`config.mk`:
```
export PLATFORM = sky130hd
export DESIGN_NAME = write_logic
export DESIGN_NICKNAME = d
export VERILOG_FILES = /design/src/rtl/write_logic_pkg.sv /design/src/rtl/write_logic_fifo_status.sv /design/src/rtl/write_logic.sv
export SDC_FILE = /design/constraint.sdc
export NUM_CORES = 1
export LEC_CHECK = 0
export CAP_MARGIN = 20
export CORE_MARGIN = 4
export CORE_UTILIZATION = 45
export CTS_CLUSTER_DIAMETER = 120
export DETAILED_ROUTE_END_ITERATION = 7
export DONT_BUFFER_PORTS = 1
export GPL_TIMING_DRIVEN = 0
export HOLD_SLACK_MARGIN = 0.05
export RECOVER_POWER = 25
export SYNTH_ARGS = -nofsm -noshare
export SYNTH_HDL_FRONTEND = slang
export SYNTH_SLANG_ARGS = --single-unit
```
`constraint.sdc`:
```
create_clock -name clk -period 2.6 [get_ports clk]
set_input_delay 0.26 -clock clk [delete_from_list [all_inputs] [get_ports clk]]
set_output_delay 0.26 -clock clk [all_outputs]
set_load 0.005 [all_outputs]
```
`src/rtl/write_logic_pkg.sv`:
```
// Shared FIFO configuration: default geometry and thresholds used by both the
// write-side and read-side controllers.
package write_logic_pkg;

   localparam int FIFO_MEM_SIZE  = 8;   // depth in words
   localparam int FIFO_WORD_SIZE = 12;  // data word width
   localparam int FIFO_PTR       = 3;   // address width, MEM_SIZE <= 2**PTR
   localparam int FIFO_AF_TH     = 6;   // almost-full at or above this count
   localparam int FIFO_AE_TH     = 2;   // almost-empty at or below this count

endpackage : write_logic_pkg

```
`src/rtl/write_logic_fifo_status.sv`:
```
// Occupancy counter and status-flag decode shared by both FIFO sides.
// The count moves by push - pop each edge and never goes below zero.
module fifo_status
   import write_logic_pkg::*;
#(
   parameter int MEM_SIZE = FIFO_MEM_SIZE,
   parameter int PTR      = FIFO_PTR,
   parameter int AF_TH    = FIFO_AF_TH,
   parameter int AE_TH    = FIFO_AE_TH
) (
   input  logic         clk,
   input  logic         reset,
   input  logic         push,
   input  logic         pop,
   output logic [PTR:0] count,
   output logic         fifo_full,
   output logic         fifo_empty,
   output logic         almost_full,
   output logic         almost_empty
);

   logic [PTR:0] r_count;
   logic [PTR:0] w_count_nxt;

   // Next occupancy: push and pop together cancel; a pop on an empty FIFO
   // without a matching push has nothing to remove and is ignored.
   always_comb begin
      // NOTE: assigning the default first keeps every path covered, so no latch is inferred.
      w_count_nxt = r_count;
      if (push && !pop) begin
         w_count_nxt = r_count + 1'b1;
      end else if (!push && pop && (r_count != '0)) begin
         w_count_nxt = r_count - 1'b1;
      end
   end

   // Occupancy register; reset discards everything held.
   always_ff @(posedge clk) begin
      // NOTE: state registers use non-blocking assignments so every flop samples pre-edge values.
      if (reset) begin
         r_count <= '0;
      end else begin
         r_count <= w_count_nxt;
      end
   end

   assign count        = r_count;
   assign fifo_full    = (r_count == (PTR+1)'(MEM_SIZE));
   assign fifo_empty   = (r_count == '0);
   assign almost_full  = (r_count >= (PTR+1)'(AF_TH));
   assign almost_empty = (r_count <= (PTR+1)'(AE_TH));

endmodule : fifo_status

```
`src/rtl/write_logic.sv`:
```
// Write-side FIFO controller: accepts producer writes, drives the memory
// write address and enable, and records overflow/underflow events.
module write_logic
   import write_logic_pkg::*;
#(
   parameter int MEM_SIZE  = FIFO_MEM_SIZE,
   parameter int WORD_SIZE = FIFO_WORD_SIZE,
   parameter int PTR       = FIFO_PTR,
   parameter int AF_TH     = FIFO_AF_TH,
   parameter int AE_TH     = FIFO_AE_TH
) (
   input  logic           clk,
   input  logic           reset,
   input  logic           fifo_wr,
   input  logic           fifo_rd,
   input  logic           pop,
   output logic [PTR-1:0] wr_ptr,
   output logic           push,
   output logic [PTR:0]   fifo_count,
   output logic           fifo_full,
   output logic           fifo_empty,
   output logic           almost_full,
   output logic           almost_empty,
   output logic           overflow_err,
   output logic           underflow_err
);

   // Reject geometries where the pointer cannot address every word.
   if ((WORD_SIZE < 1) || (MEM_SIZE < 1) || (MEM_SIZE > (2 ** PTR))) begin : g_bad_params
      $error("write_logic: invalid FIFO geometry");
   end

   logic [PTR-1:0] r_wr_ptr;
   logic           r_overflow_err;
   logic           r_underflow_err;
   logic           w_push;
   logic           w_overflow_evt;
   logic           w_underflow_evt;

   // A write is accepted when there is room, or when a simultaneous read frees
   // the slot; nothing is accepted while reset is held.
   assign w_push = !reset && fifo_wr && (!fifo_full || pop);

   // A dropped write and a read from an empty FIFO with no write to serve it.
   assign w_overflow_evt  = fifo_wr && fifo_full && !pop;
   assign w_underflow_evt = fifo_rd && fifo_empty && !fifo_wr;

   // Write pointer advances on each accepted write and wraps at the FIFO depth.
   always_ff @(posedge clk) begin
      if (reset) begin
         r_wr_ptr <= '0;
      end else if (w_push) begin
         if (r_wr_ptr == PTR'(MEM_SIZE - 1)) begin
            r_wr_ptr <= '0;
         end else begin
            r_wr_ptr <= r_wr_ptr + 1'b1;
         end
      end
   end

   // Sticky error flags: set by their event, cleared only by reset.
   always_ff @(posedge clk) begin
      if (reset) begin
         r_overflow_err  <= 1'b0;
         r_underflow_err <= 1'b0;
      end else begin
         if (w_overflow_evt) begin
            r_overflow_err <= 1'b1;
         end
         if (w_underflow_evt) begin
            r_underflow_err <= 1'b1;
         end
      end
   end

   fifo_status #(
      .MEM_SIZE (MEM_SIZE),
      .PTR      (PTR),
      .AF_TH    (AF_TH),
      .AE_TH    (AE_TH)
   ) u_fifo_status (
      .clk          (clk),
      .reset        (reset),
      .push         (w_push),
      .pop          (pop),
      .count        (fifo_count),
      .fifo_full    (fifo_full),
      .fifo_empty   (fifo_empty),
      .almost_full  (almost_full),
      .almost_empty (almost_empty)
   );

   assign wr_ptr        = r_wr_ptr;
   assign push          = w_push;
   assign overflow_err  = r_overflow_err;
   assign underflow_err = r_underflow_err;

endmodule : write_logic

```
Word level (Yosys, flattened, before mapping)
Index checks and enable logic that the tools add are counted.
W data, S select, Z words.
{"block": "word_totals", "reg_bits": 9, "word_cells": 32}
{"block": "classes", "n_addsub": 3, "magnitude_cmp": 2, "eq_ne": 2, "n_mux": 3, "reduce_logical": 18}
{"cell": "$logic_and A1 B1 Y1", "count": 9}
{"cell": "$mux W4", "count": 2}
{"cell": "$logic_not A1 Y1", "count": 5}
{"cell": "$add A4 B1 Y4 const B", "count": 1}
{"cell": "$eq A4 B4 Y1 const B", "count": 1}
{"cell": "$ge A4 B3 Y1 const B", "count": 1}
{"cell": "$le A4 B2 Y1 const B", "count": 1}
{"cell": "$logic_not A4 Y1", "count": 1}
{"cell": "$reduce_bool A4 Y1", "count": 1}
{"cell": "$sub A4 B1 Y4 const B", "count": 1}
{"cell": "$add A3 B1 Y3 const B", "count": 1}
{"cell": "$eq A3 B3 Y1 const B", "count": 1}
{"cell": "$mux W3", "count": 1}
{"cell": "$reduce_bool A2 Y1", "count": 1}
{"cell": "$logic_or A1 B1 Y1", "count": 1}

Longest topological paths before layout
{"block": "depth", "ltp_word": 9, "mapped_depth": 8, "ltp_nobuf": 7}

Hierarchy
A second synthesis with hierarchy kept.
{"block": "unflattened", "cells_unflattened": 55, "area_unflattened_um2": 531.8}
{"mod": "fifo_status", "instances": 1, "cells_each": 31, "area_each_um2": 304.0, "seq_area_each_um2": 80.1}
{"mod": "write_logic", "instances": 1, "cells_each": 24, "area_each_um2": 227.7, "seq_area_each_um2": 100.1}

Least setup slack after synthesis
OpenSTA, ideal clock, no wires.
{"block": "synth_timing", "path_type": "register to register", "start": "reg u_fifo_status.r_count[1], in the netlist u_fifo_status.count[1]", "end": "reg u_fifo_status.r_count[3], in the netlist u_fifo_status.count[3]", "setup_ns": 0.065, "t_arrival_ns": 2.120, "t_required_ns": 2.535, "slack_ns": 0.415, "path_stages_with_launch": 8, "n_path_buf": 0, "synth_period_minus_slack_ns": 2.185, "path_cell_list": "dfxtp_1 -> nor4b_4 -> or3_2 -> ha_1 -> a21o_2 -> a21oi_1 -> mux4_2 -> nor2_1"}
{"block": "synth_via", "elab_chain_cells": 8}
{"element": "start: declaration", "line": "write_logic_fifo_status.sv:22", "source": "logic [PTR:0] r_count;"}
{"element": "start signal: assignment", "line": "write_logic_fifo_status.sv:43", "source": "r_count <= w_count_nxt;"}
{"element": "$eq A4 B4 Y1 *", "line": "write_logic_fifo_status.sv:48", "source": "assign fifo_full = (r_count == (PTR+1)'(MEM_SIZE));"}
{"element": "named net fifo_full", "line": "write_logic.sv:20", "source": "output logic fifo_full,"}
{"element": "$logic_not A1 Y1 *", "line": "write_logic.sv:42", "source": "assign w_push = !reset && fifo_wr && (!fifo_full || pop);"}
{"element": "$logic_or A1 B1 Y1 *", "line": "write_logic.sv:42"}
{"element": "$logic_and A1 B1 Y1 *", "line": "write_logic.sv:42"}
{"element": "$logic_not A1 Y1", "line": "write_logic_fifo_status.sv:32", "source": "end else if (!push && pop && (r_count != '0)) begin"}
{"element": "$logic_and A1 B1 Y1 (2 in series)", "line": "write_logic_fifo_status.sv:32"}
{"element": "$reduce_bool A2 Y1 (no line)"}
Mark *: on every way through the listed nets, which the timed path passes. The rest lies on a longest branch. The select of a mux whose other input is x is not followed.
A chain may end at the register's enable or synchronous reset.

Worst setup path in the final report
Same ends and word-level chain as after synthesis.

==> summary.md <==
| Metric | Value |
|---|---|
| Fin. max-slew vios | `0` |
| EDFF count, synth | `0` |
| Min-Delay Path Class | `input pin to flop` |
| Final min period | `2440 ps` |
| Setup Viol. Count Final | `0` |
| R2R Path Start | `u_fifo_status.count[1]` |
| Initial Util | `47.4%` |
| Crit-path max cell delay | `610 ps` |
| Type of origin of the critical path | `flop` |
| First-pass GRT wire length | `2.21 mm` |
| VDD IR-drop max | `0.394 mV` |
| Seq cells post-synth | `9` |
| Top-area cell type share of the netlist area | `29.2%` |
| Slew margin rel. | `58.2%` |
| Root buf cell | `clkbuf_4` |
| Post-detail-place hpwl | `974 µm` |
| DRT Pass-1 Iters | `4` |
| Die H | `45.0 µm` |
| CTS Hold Bufs | `0` |
| Crit. End Element | `flop` |
| Share of layout cells above drive strength 1 | `16.4%` |
| PD cells | `880 mW/mm²` |
| CTS tree | `done` |
| Synth Warn # | `0` |
| Ys flop type | `dfxtp_1` |
| DRC | `0` |
| Data required, critical path | `2790 ps` |
| Design Area, Final | `662 µm²` |
| Top Ports | `19` |
| Synthesized area per cell | `8.94 µm²` |
| Syn_nets | `79` |
| Global Route Usage Sum | `14.5%` |
| TritonCTS Sinks | `9` |
| Synth area leader | `dfxtp_1` |
| Kind of critical path | `flop to flop` |
| Worst-margin pin slew | `621 ps` |
| CP Launch Point | `u_fifo_status.count[1]` |
| Post-route ant nets | `0` |
| Initial antenna violation count | `0` |
| Num rows | `13` |
| Gate Count Post-Synth | `69` |
| H-tree lvl count | `1` |
| Max_cap viols | `0` |
| Vias/cell | `5.70` |
| Distinct cells, synth | `31` |
| Critical path cell sequence | `nor4b_4 > or3_2 > ha_1 > a21o_2 > a21oi_1 > mux4_2 > nor2_1` |
| Clk slew on worst S/H paths | `60 ps` |
| Final Hold Viols | `0` |
| FMAX | `410 MHz` |
| Clock latency on the worst-skew pair | `250 ps` |
| Port Buffers | `0` |
| Post-CTS Repair Setup Buffers | `0` |
| Largest net degree at the start of global routing | `11` |
| Leakage power | `0.282 nW` |
| Starting DRT DRC Count | `5` |
| Crit share post-route | `93.9%` |
| Status | `complete, no violations` |
| Num CTS Buffers | `3` |
| # nets final | `84` |
| Critical Path AT | `2630 ps` |
| Antenna Cells | `0` |
| Post-synth ARST share | `0%` |
| Synth top area cells | `dfxtp_1 (29%), ha_1 (8.1%), nor2_1 (6.1%)` |
| Max Buffers Root-to-Sink | `2` |
| RSZ-0062 raised after global routing | `false` |
| Critical Path Slowest Stage Cell | `dfxtp_1` |
| Core ar. | `0.00130 mm²` |
| Drt wl/cell | `14.5 µm` |
| Sw Share | `39.9%` |
| Die width | `45.0 µm` |
| Post-CTS Resized | `0` |
| Area added between synthesis and finish | `7.30%` |
| Vias in the first global route | `493` |
| Switch Pwr | `0.232 mW` |
| Layout Cells excl Fill | `88` |
| Gate power share | `42.2%` |
| Seq/Total Area, Yosys | `29.2%` |
| Clock power share | `18.0%` |
| Mapped cell area | `617 µm²` |
| Cell count after placement | `84` |
| Total gr overflow | `0` |
| Hold Startpoint | `fifo_rd` |
| Flop pwr share | `39.7%` |
| Post-place setup slack | `183 ps` |
| Crit path max fanout | `9` |
| Placer Congestion | `0.783` |
| Setup TNS | `0 ps` |
| Clock Skew | `2.21 ps` |
| Die ar. | `0.00203 mm²` |
| Worst setup margin | `160 ps` |
| Int Pwr | `0.350 mW` |
| DR vias | `502` |
| Area after DPL | `636 µm²` |
| DRT Wirelength | `1.27 mm` |
==> metrics by stage <==
stage / total power, mW / hold slack, ps / util (%)
2_1_floorplan: 0.432 / 418 / -
4_1_cts: 0.592 / 164 / 50.9
5_1_grt: 0.639 / 157 / 50.9
6_report: 0.583 / 171 / 50.9
3_5_place_dp: 0.485 / 433 / 48.8
3_3_place_gp: 0.480 / 430 / 48.8
==> flip-flops by register name, indices dropped and copies added (netlist names) <==
| name | flops |
|---|---|
| u_fifo_status.count | 4 |
| wr_ptr | 3 |
| overflow_err | 1 |
| underflow_err | 1 |
==> worst paths after layout <==
kind,depth (start not counted),endpoint,slack (ps)
worst min-delay path,2,underflow_err,170
worst max register to register,7,u_fifo_status.count[3],160
worst max-delay path,7,u_fifo_status.count[3],160
worst min register to register,2,wr_ptr[1],490
==> Yosys cell counts (2+ instances only) <==
master	n
a211oi_1	4
a21oi_1	5
a31oi_1	2
dfxtp_1	9
ha_1	4
inv_1	3
nand2_1	5
nand2b_1	2
nor2_1	10
o21ai_0	2
or3_1	2
xor2_1	2
==> placed cells by master (no fill, tap or decap), types with 2 or more instances in the layout <==
cell type  count
inv_1          3
o21ai_0        2
xor2_1         2
dfxtp_1        9
nand2_1        5
nand2b_1       2
a21oi_1        5
nor2_1        10
clkbuf_4       3
or3_1          2
a211oi_1       4
a31oi_1        2
ha_1           4
==> metal layers <==
layer	routed length, µm	track usage [%]
met1	633	20.2
met2	581	21.5
met3	57	5.98
met4	0	1.75
met5	0	0
==> logic make-up after synthesis <==
kind of cell	count (synthesis)	synth area share [%]
simple gates	26	24.1
flops	9	29.2
buf+inv	6	5.68
mux	2	5.27
xor+xnor	3	4.26
compound gates	18	20.1
fa+ha+maj	5	11.4
==> power by group through the flow <==
stage | clock, mW | combinational (mW) | sequential (mW)
final | 0.105 | 0.246 | 0.231
after global routing | 0.118 | 0.281 | 0.240
after CTS | 0.109 | 0.251 | 0.232
after detailed placement | 0 | 0.249 | 0.236
after global placement | 0 | 0.245 | 0.235
after floorplan | 0 | 0.213 | 0.219
==> critical path: cells and delay by family, from the launching register on <==
| kind | cells | cell delay, ps |
|---|---|---|
| AND/OR/NAND/NOR | 3 | 760 |
| flip-flops | 1 | 610 |
| multiplexers | 1 | 320 |
| adder cells (fa/ha/maj) | 1 | 290 |
| AO/OA/AOI/OAI | 2 | 390 |
==> layout make-up <==
cell class	instances	area (µm²)
plain buffers	3	23.8
clock buffers	4	26.3
fillers	133	639
inverters	3	11.3
multi-input cells	54	402
flip-flops and latches	9	180
well taps	15	18.8
Note: power is estimated with default switching activity, not from simulation.
